`config.mk`:
```
export PLATFORM = sky130hd
export DESIGN_NAME = vga_frame_capture_flat
export DESIGN_NICKNAME = d
export VERILOG_FILES = /design/src/rtl/vga_frame_capture_if.sv /design/src/rtl/vga_frame_capture.sv /design/src/flat_wrapper.sv
export SDC_FILE = /design/constraint.sdc
export NUM_CORES = 1
export LEC_CHECK = 0
export CAP_MARGIN = 30
export CORE_MARGIN = 2
export CORE_UTILIZATION = 50
export DETAILED_ROUTE_END_ITERATION = 16
export DONT_BUFFER_PORTS = 1
export SLEW_MARGIN = 5
export SYNTH_ARGS = -nofsm -noshare
export SYNTH_HDL_FRONTEND = slang
export SYNTH_SLANG_ARGS = --single-unit
```
`constraint.sdc`:
```
create_clock -name clk -period 3.3 [get_ports clk]
set_input_delay 0.33 -clock clk [delete_from_list [all_inputs] [get_ports clk]]
set_output_delay 0.33 -clock clk [all_outputs]
set_load 0.005 [all_outputs]
```
`src/rtl/vga_frame_capture_if.sv`:
```
// rtl/vga_frame_capture_if.sv - video sample stream and frame memory write port
//
// Purpose: bundles the sampled VGA stream and the frame memory write port of
// vga_frame_capture into one interface.
// Ports (signals):
//   pix_ce             pixel strobe; video signals are valid only while high
//   r, g, b            pixel colour, 8 bits each
//   hsync, vsync       sync, active-low
//   n_blanc            high while the pixel is visible
//   mem_we             frame memory write strobe
//   mem_addr           frame memory write address (ADDR_W bits)
//   mem_wdata          pixel as {r,g,b}
// Modports: master = capture block (consumes video, drives memory),
//           slave  = video source / memory side.

interface vga_frame_capture_if #(
   parameter int ADDR_W = 19
);
   logic              pix_ce;
   logic [7:0]        r;
   logic [7:0]        g;
   logic [7:0]        b;
   logic              hsync;
   logic              vsync;
   logic              n_blanc;
   logic              mem_we;
   logic [ADDR_W-1:0] mem_addr;
   logic [23:0]       mem_wdata;

   modport master (
      input  pix_ce, r, g, b, hsync, vsync, n_blanc,
      output mem_we, mem_addr, mem_wdata
   );

   modport slave (
      output pix_ce, r, g, b, hsync, vsync, n_blanc,
      input  mem_we, mem_addr, mem_wdata
   );
endinterface

```
`src/rtl/vga_frame_capture.sv`:
```
// rtl/vga_frame_capture.sv - VGA stream capture into frame memory with geometry check
//
// Purpose: samples the VGA stream on pix_ce, writes every visible pixel of one
// armed frame to external memory, flags line/frame geometry violations and
// keeps a per-frame checksum.
// Ports:
//   clk, rst           clock, asynchronous active-low reset
//   bus (master)       video samples in, frame memory writes out
//   arm                one-cycle request to capture the next full frame
//   busy               high while waiting for vsync or capturing
//   done               one-cycle pulse when a capture ends
//   line_err           sticky: a line was not exactly H_ACTIVE pixels
//   frame_err          sticky: the frame ended before V_ACTIVE lines
//   lines              visible lines captured in the current/last frame
//   checksum           running frame checksum
// Configuration: define VGA_CAP_CHECKSUM_EN to build the checksum; otherwise
// checksum is tied to 0.

module vga_frame_capture #(
   parameter int H_ACTIVE = 640,
   parameter int V_ACTIVE = 480,
   parameter int ADDR_W   = 19
) (
   input  logic                clk,
   input  logic                rst,
   vga_frame_capture_if.master bus,
   input  logic                arm,
   output logic                busy,
   output logic                done,
   output logic                line_err,
   output logic                frame_err,
   output logic [9:0]          lines,
   output logic [31:0]         checksum
);
   localparam int                X_W    = $clog2(H_ACTIVE + 1);
   localparam logic [X_W-1:0]    X_END  = X_W'(H_ACTIVE);
   localparam logic [9:0]        V_LAST = 10'(V_ACTIVE);
   localparam logic [ADDR_W-1:0] H_STEP = ADDR_W'(H_ACTIVE);

   typedef enum logic [1:0] {IDLE, SYNC_WAIT, CAPTURE, DONE} state_t;

   state_t            state, state_next;
   logic [X_W-1:0]    x;
   logic [X_W-1:0]    x_after;
   logic [ADDR_W-1:0] line_base;
   logic              prev_vsync, prev_hsync, prev_nblanc;
   logic              vs_fall, hs_fall, nb_fall;
   logic              in_cap, pix_vis, pix_wr, line_end, frame_end, start;
   logic              set_line_err, set_frame_err;
   logic [9:0]        lines_inc;

   // Edges compare against the previous pix_ce sample, not the previous clk.
   always_comb begin
      vs_fall       = bus.pix_ce & prev_vsync & ~bus.vsync;
      hs_fall       = bus.pix_ce & prev_hsync & ~bus.hsync;
      nb_fall       = bus.pix_ce & prev_nblanc & ~bus.n_blanc;
      start         = (state == IDLE) & arm;
      in_cap        = (state == CAPTURE) & bus.pix_ce;
      pix_vis       = in_cap & bus.n_blanc;
      pix_wr        = pix_vis & (x < X_END);
      x_after       = x + X_W'(pix_wr);
      // A vsync fall in the middle of a visible line also closes that line.
      line_end      = in_cap & (nb_fall | (vs_fall & bus.n_blanc));
      lines_inc     = lines + {9'd0, line_end};
      frame_end     = in_cap & (vs_fall | (line_end & (lines_inc == V_LAST)));
      set_line_err  = (pix_vis & ~(x < X_END))
                    | (line_end & (x_after != X_END))
                    | (in_cap & hs_fall & bus.n_blanc);
      set_frame_err = in_cap & vs_fall & (lines_inc < V_LAST);
   end

   always_ff @(posedge clk or negedge rst) begin
      if (!rst) state <= IDLE;
      else      state <= state_next;
   end

   always_comb begin
      state_next = state;
      busy       = 1'b0;
      done       = 1'b0;
      case (state)
         IDLE:      if (arm) state_next = SYNC_WAIT;
         SYNC_WAIT: begin
            busy = 1'b1;
            if (vs_fall) state_next = CAPTURE;
         end
         CAPTURE:   begin
            busy = 1'b1;
            if (frame_end) state_next = DONE;
         end
         DONE:      begin
            done       = 1'b1;
            state_next = IDLE;
         end
         default:   state_next = IDLE;
      endcase
   end

   always_ff @(posedge clk or negedge rst) begin
      if (!rst) begin
         bus.mem_we    <= 1'b0;
         bus.mem_addr  <= '0;
         bus.mem_wdata <= '0;
         prev_vsync    <= 1'b0;
         prev_hsync    <= 1'b0;
         prev_nblanc   <= 1'b0;
         x             <= '0;
         line_base     <= '0;
         lines         <= '0;
         line_err      <= 1'b0;
         frame_err     <= 1'b0;
      end else begin
         bus.mem_we <= pix_wr;
         if (bus.pix_ce) begin
            prev_vsync  <= bus.vsync;
            prev_hsync  <= bus.hsync;
            prev_nblanc <= bus.n_blanc;
         end
         if (start) begin
            x         <= '0;
            line_base <= '0;
            lines     <= '0;
            line_err  <= 1'b0;
            frame_err <= 1'b0;
         end else if (in_cap) begin
            if (pix_wr) begin
               bus.mem_addr  <= line_base + ADDR_W'(x);
               bus.mem_wdata <= {bus.r, bus.g, bus.b};
            end
            // x stops at H_ACTIVE on long lines since pix_wr is then low.
            if (line_end) begin
               x         <= '0;
               line_base <= line_base + H_STEP;
               lines     <= lines_inc;
            end else begin
               x <= x_after;
            end
            if (set_line_err)  line_err  <= 1'b1;
            if (set_frame_err) frame_err <= 1'b1;
         end
      end
   end

`ifdef VGA_CAP_CHECKSUM_EN
   always_ff @(posedge clk or negedge rst) begin
      if (!rst)        checksum <= '0;
      else if (start)  checksum <= '0;
      else if (pix_wr) checksum <= {checksum[30:0], checksum[31]}
                                   + {8'h00, bus.r, bus.g, bus.b};
   end
`else
   assign checksum = '0;
`endif
endmodule

```
`src/flat_wrapper.sv`:
```
// flat-port wrapper written by rule: the top's interface ports become plain ports
module vga_frame_capture_flat 
#(
   parameter int H_ACTIVE = 640,
   parameter int V_ACTIVE = 480,
   parameter int ADDR_W   = 19
)
  (clk, rst, arm, busy, done, line_err, frame_err, lines, checksum, bus_pix_ce, bus_r, bus_g, bus_b, bus_hsync, bus_vsync, bus_n_blanc, bus_mem_we, bus_mem_addr, bus_mem_wdata);
  vga_frame_capture_if #(.ADDR_W(ADDR_W)) bus_i ();
  input  logic clk;
  input  logic rst;
  input  logic arm;
  output logic busy;
  output logic done;
  output logic line_err;
  output logic frame_err;
  output logic [9:0] lines;
  output logic [31:0] checksum;
  input wire logic [$bits(bus_i.pix_ce)-1:0] bus_pix_ce;
  input wire logic [$bits(bus_i.r)-1:0] bus_r;
  input wire logic [$bits(bus_i.g)-1:0] bus_g;
  input wire logic [$bits(bus_i.b)-1:0] bus_b;
  input wire logic [$bits(bus_i.hsync)-1:0] bus_hsync;
  input wire logic [$bits(bus_i.vsync)-1:0] bus_vsync;
  input wire logic [$bits(bus_i.n_blanc)-1:0] bus_n_blanc;
  output wire logic [$bits(bus_i.mem_we)-1:0] bus_mem_we;
  output wire logic [$bits(bus_i.mem_addr)-1:0] bus_mem_addr;
  output wire logic [$bits(bus_i.mem_wdata)-1:0] bus_mem_wdata;
  assign bus_i.pix_ce = bus_pix_ce;
  assign bus_i.r = bus_r;
  assign bus_i.g = bus_g;
  assign bus_i.b = bus_b;
  assign bus_i.hsync = bus_hsync;
  assign bus_i.vsync = bus_vsync;
  assign bus_i.n_blanc = bus_n_blanc;
  assign bus_mem_we = bus_i.mem_we;
  assign bus_mem_addr = bus_i.mem_addr;
  assign bus_mem_wdata = bus_i.mem_wdata;
  vga_frame_capture #(.H_ACTIVE(H_ACTIVE), .V_ACTIVE(V_ACTIVE), .ADDR_W(ADDR_W)) u_core (.clk(clk), .rst(rst), .bus(bus_i), .arm(arm), .busy(busy), .done(done), .line_err(line_err), .frame_err(frame_err), .lines(lines), .checksum(checksum));
endmodule
```
==> qor.tcl <==
set qor(cts_tree) {yes}
set qor(status) {finished clean}
set qor(regToRegEndpoint) {u_core.state[1]}
set qor(met1_usage_pct) 24.3
set qor(detailedRoute.firstPassIterationCount) 4
set qor(area_delta_synth_final_pct) 4.59
set qor(clock_transition_at_the_register_clock_pins_on_the_worst_setup_and_hold_paths_after_cts_ps) 90
set qor(main_combinational_cell_family_by_area_after_synthesis) {simple AND/OR/NAND/NOR gates}
set qor(tightest_slew_ps) 805
set qor(ctsRootBufferMaster) {clkbuf_8}
set qor(antennaDiodeCount) 0
set qor(post-place-cells) 511
set qor(die_y_um) 97.7
set qor(cell_internal_pwr_w) 0.00197
set qor(clock.fmax_mhz) 344
set qor(cts_inserted_buffers) 9
set qor(drtAntennaViolNets) 0
set qor(netlist_area_before_placement_um2) 4390
set qor(mostFrequentLayoutCells) {83 x dfrtp_1, 36 x nand2_1, 35 x nor2_1, 35 x mux2_2, 32 x conb_1}
set qor(finish.net_count) 461
set qor(placeableCoreArea_um2) 8590
set qor(cts_setup_buffers) 0
set qor(seq_power_share_pct) 49.8
set qor(post_synthesis_share_of_cell_area_spent_on_and_or_nand_and_nor_gates_pct) 15.5
set qor(power_switching_share_pct) 32.9
set qor(critPathArrivalTime_ps) 3140
set qor(htreeDepth) 3
set qor(static-leakage-power_nw) 2.08
set qor(io_pins) 121
set qor(start_util_pct) 51.0
set qor(netlist-cell-type-count) 48
set qor(routed_wl_mm) 7.99
set qor(rows) 34
set qor(global_route.peak_usage_layer) {met2}
set qor(r2r_start) {u_core.state[0]}
set qor(mostFrequentLayoutCell) {dfrtp_1}
set qor(timing.setup.critical_path_class) {register to register}
set qor(yosys_register_bits) 83
set qor(compound_cell_area_share_of_the_yosys_netlist_pct) 8.96
set qor(fin_skew_ps) 7.76
set qor(die_width_um) 97.7
set qor(share_comb_of_total_power_pct) 24.1
set qor(wl_per_cell_um) 15.1
set qor(crit_path_end_kind) {register}
set qor(power_switching_w) 0.000965
set qor(finish.utilization_pct) 53.4
set qor(power_per_cell_area_nw_per_um2) 639
set qor(timing_max_transition_violations_final) 0
set qor(met3_usage_pct) 4.68
set qor(grt_first_pass_wirelength_mm) 13.9
set qor(clkLatencyLatePin_ps) 350
set qor(worstPathRequired_ps) 3530
set qor(postSynthCellCount) 420
set qor(post_synth_mux_area_share_pct) 8.98
set qor(first_global_vias) 2842
set qor(final_cells) 529
set qor(grt_overflow_total) 0
set qor(holdPathStages) 1
set qor(synth_warnings) 0
set qor(drcViolationCount) 0
set qor(floorplan.die_area_um2) 9540
set qor(holdPathEnd) {u_core.bus.mem_wdata[8]}
set qor(report.final.setup_viol) 0
set qor(clk_path_buf_depth) 2
set qor(report.final.hold_viol_count) 0
set qor(track_usage_pct) 17.9
set qor(ff2ff_path_depth) 12
set qor(synth-async-reset-ratio_pct) 100
set qor(min_path_type) {input pin to register}
set qor(cp-start-kind) {register}
set qor(synth.avg_cell_area_um2) 10.4
set qor(yosys.area_share.xor_xnor_pct) 6.79
set qor(clock_power_share_pct) 26.2
set qor(portion_of_the_post_synthesis_area_used_by_sequential_elements_pct) 47.3
set qor(pin_count_of_the_biggest_net_entering_global_routing) 84
set qor(period_share_pct) 88.0
set qor(cts.sink_count) 83
set qor(synth_fa_ha_area_share_pct) 3.99
set qor(hold_slack_ps) 118
set qor(antenna_found_initial) 0
set qor(design_power_total_w) 0.00293
set qor(num_vias) 2844
set qor(drt-vias-per-instance) 5.38
set qor(slew-limit-headroom_pct) 46.0
set qor(synth_enable_flop_cells) 0
set qor(cap_viol_max_count) 0
set qor(finalWeightedCongestion) 0.839
set qor(unrepaired_setup_endpoints_after_global_routing) {false}
set qor(drive_above_1_share_pct) 15.0
set qor(detailedPlacementHpwl_mm) 5.51
set qor(io_buffers) 0
set qor(hold_path.startpoint) {bus_g[0]}
set qor(final.min_clock_period_ps) 2900
set qor(drt_iter0_drc) 103
set qor(vdd_drop_max_v) 0.000366
set qor(setup-tns-final_ps) 0
set qor(yosys_most_used_dff) {dfrtp_1}
set qor(r2r_setup_slack_ps) 400
set qor(met2_usage_in_global_routing_pct) 27.4
set qor(crit_path_max_fanout) 7
synthesized netlist by cell type, types with 3 or more instances:
cell,count,share of area [%]
dfrtp_1,83,47
nand2_1,37,3.2
mux2_2,35,9.0
nor2_1,35,3.0
buf_4,32,5.5
o21ai_0,23,2.6
xor2_1,23,4.6
ha_1,14,4.0
nand3_1,13,1.5
a21oi_1,12,1.4
xnor2_1,11,2.2
nand4_1,10,1.4
buf_2,9,1.0
clkbuf_1,9,0.77
nor3_1,6,0.68
a31oi_1,5,0.71
and2_1,5,0.71
inv_1,5,0.43
and4_1,4,0.80
o211ai_1,4,0.68
a21o_1,3,0.51
nand2b_1,3,0.43
nor4_1,3,0.43
o31ai_1,3,0.51
power by group through the flow:
stage               Sequential [W]  Clock [W]  Combinational, W
floorplan                  0.00142          0          0.000592
global placement           0.00148          0          0.000666
detailed placement         0.00148          0          0.000691
CTS                        0.00146   0.000795          0.000718
global route               0.00150   0.000829          0.000803
finish                     0.00146   0.000767          0.000705
state kept, by name (all words and copies together), names as in the netlist:
register and cells:
u_core.bus.mem_wdata 24, u_core.bus.mem_addr 19, u_core.line_base 12, u_core.lines 10
u_core.x 10, u_core.state 2, u_core.bus.mem_we 1, u_core.frame_err 1
u_core.line_err 1, u_core.prev_hsync 1, u_core.prev_nblanc 1, u_core.prev_vsync 1
timing repair:
action / 4_1_cts / 5_1_grt
setup endpoints to repair: 0 / 0
gates resized for setup: 0 / 0
hold endpoints to repair: 83 / 0
hold buffers: 2 / 0
area by class of cell:
cell class | count | area [um2]
Inverter | 6 | 22.5
Fill cell | 788 | 4010
Clock buffer | 10 | 138
Multi-Input combinational cell | 310 | 2060
Tap cell | 108 | 135
Sequential cell | 83 | 2080
Timing Repair Buffer | 6 | 80.1
Clock inverter | 6 | 71.3
cells by family (layout without fill, tap and decap cells):
logic type | Yosys count | after routing
simple gates | 132 | 132
flops | 83 | 83
other cells | 1 | 32
buf+inv | 58 | 28
compound gates | 63 | 63
fa+ha+maj | 14 | 14
xor+xnor | 34 | 34
mux | 35 | 35
per-layer routing:
| metal | vias up | part of all wire [%] |
|---|---|---|
| li1 | 1393 | - |
| met5 | - | 0 |
| met1 | 1358 | 45 |
| met2 | 87 | 47 |
| met3 | 6 | 6.5 |
| met4 | 0 | 1.1 |
metrics by stage:
stage / area (um2) / setup slack (ps)
finish: 4590 / 396
detailed placement: 4340 / 403
floorplan: 4500 / 317
global placement: 4340 / 511
global route: 4590 / 146
CTS: 4590 / 379
worst max-delay path, cell delays in order, from the launching register on:
cell and delay [ps]:
dfrtp_1 420, inv_1 110, ha_1 290, nand2_2 160, a21o_1 130, inv_2 40
ha_1 210, ha_1 250, and4_1 260, nand2b_1 150, o211ai_1 300, o221ai_1 160
or3_1 310
worst max path at each step:
stage	from	endpoint	slack [ps]	cells past startpoint
2_1_floorplan	u_core.state[0]	u_core.state[1]	320	14
3_3_place_gp	u_core.state[0]	u_core.state[1]	510	12
3_5_place_dp	u_core.state[0]	u_core.state[1]	400	12
4_1_cts	u_core.state[0]	u_core.state[1]	380	12
5_1_grt	u_core.state[0]	u_core.state[1]	150	12
6_report	u_core.state[0]	u_core.state[1]	400	12
(Power assumes the default switching activity.)
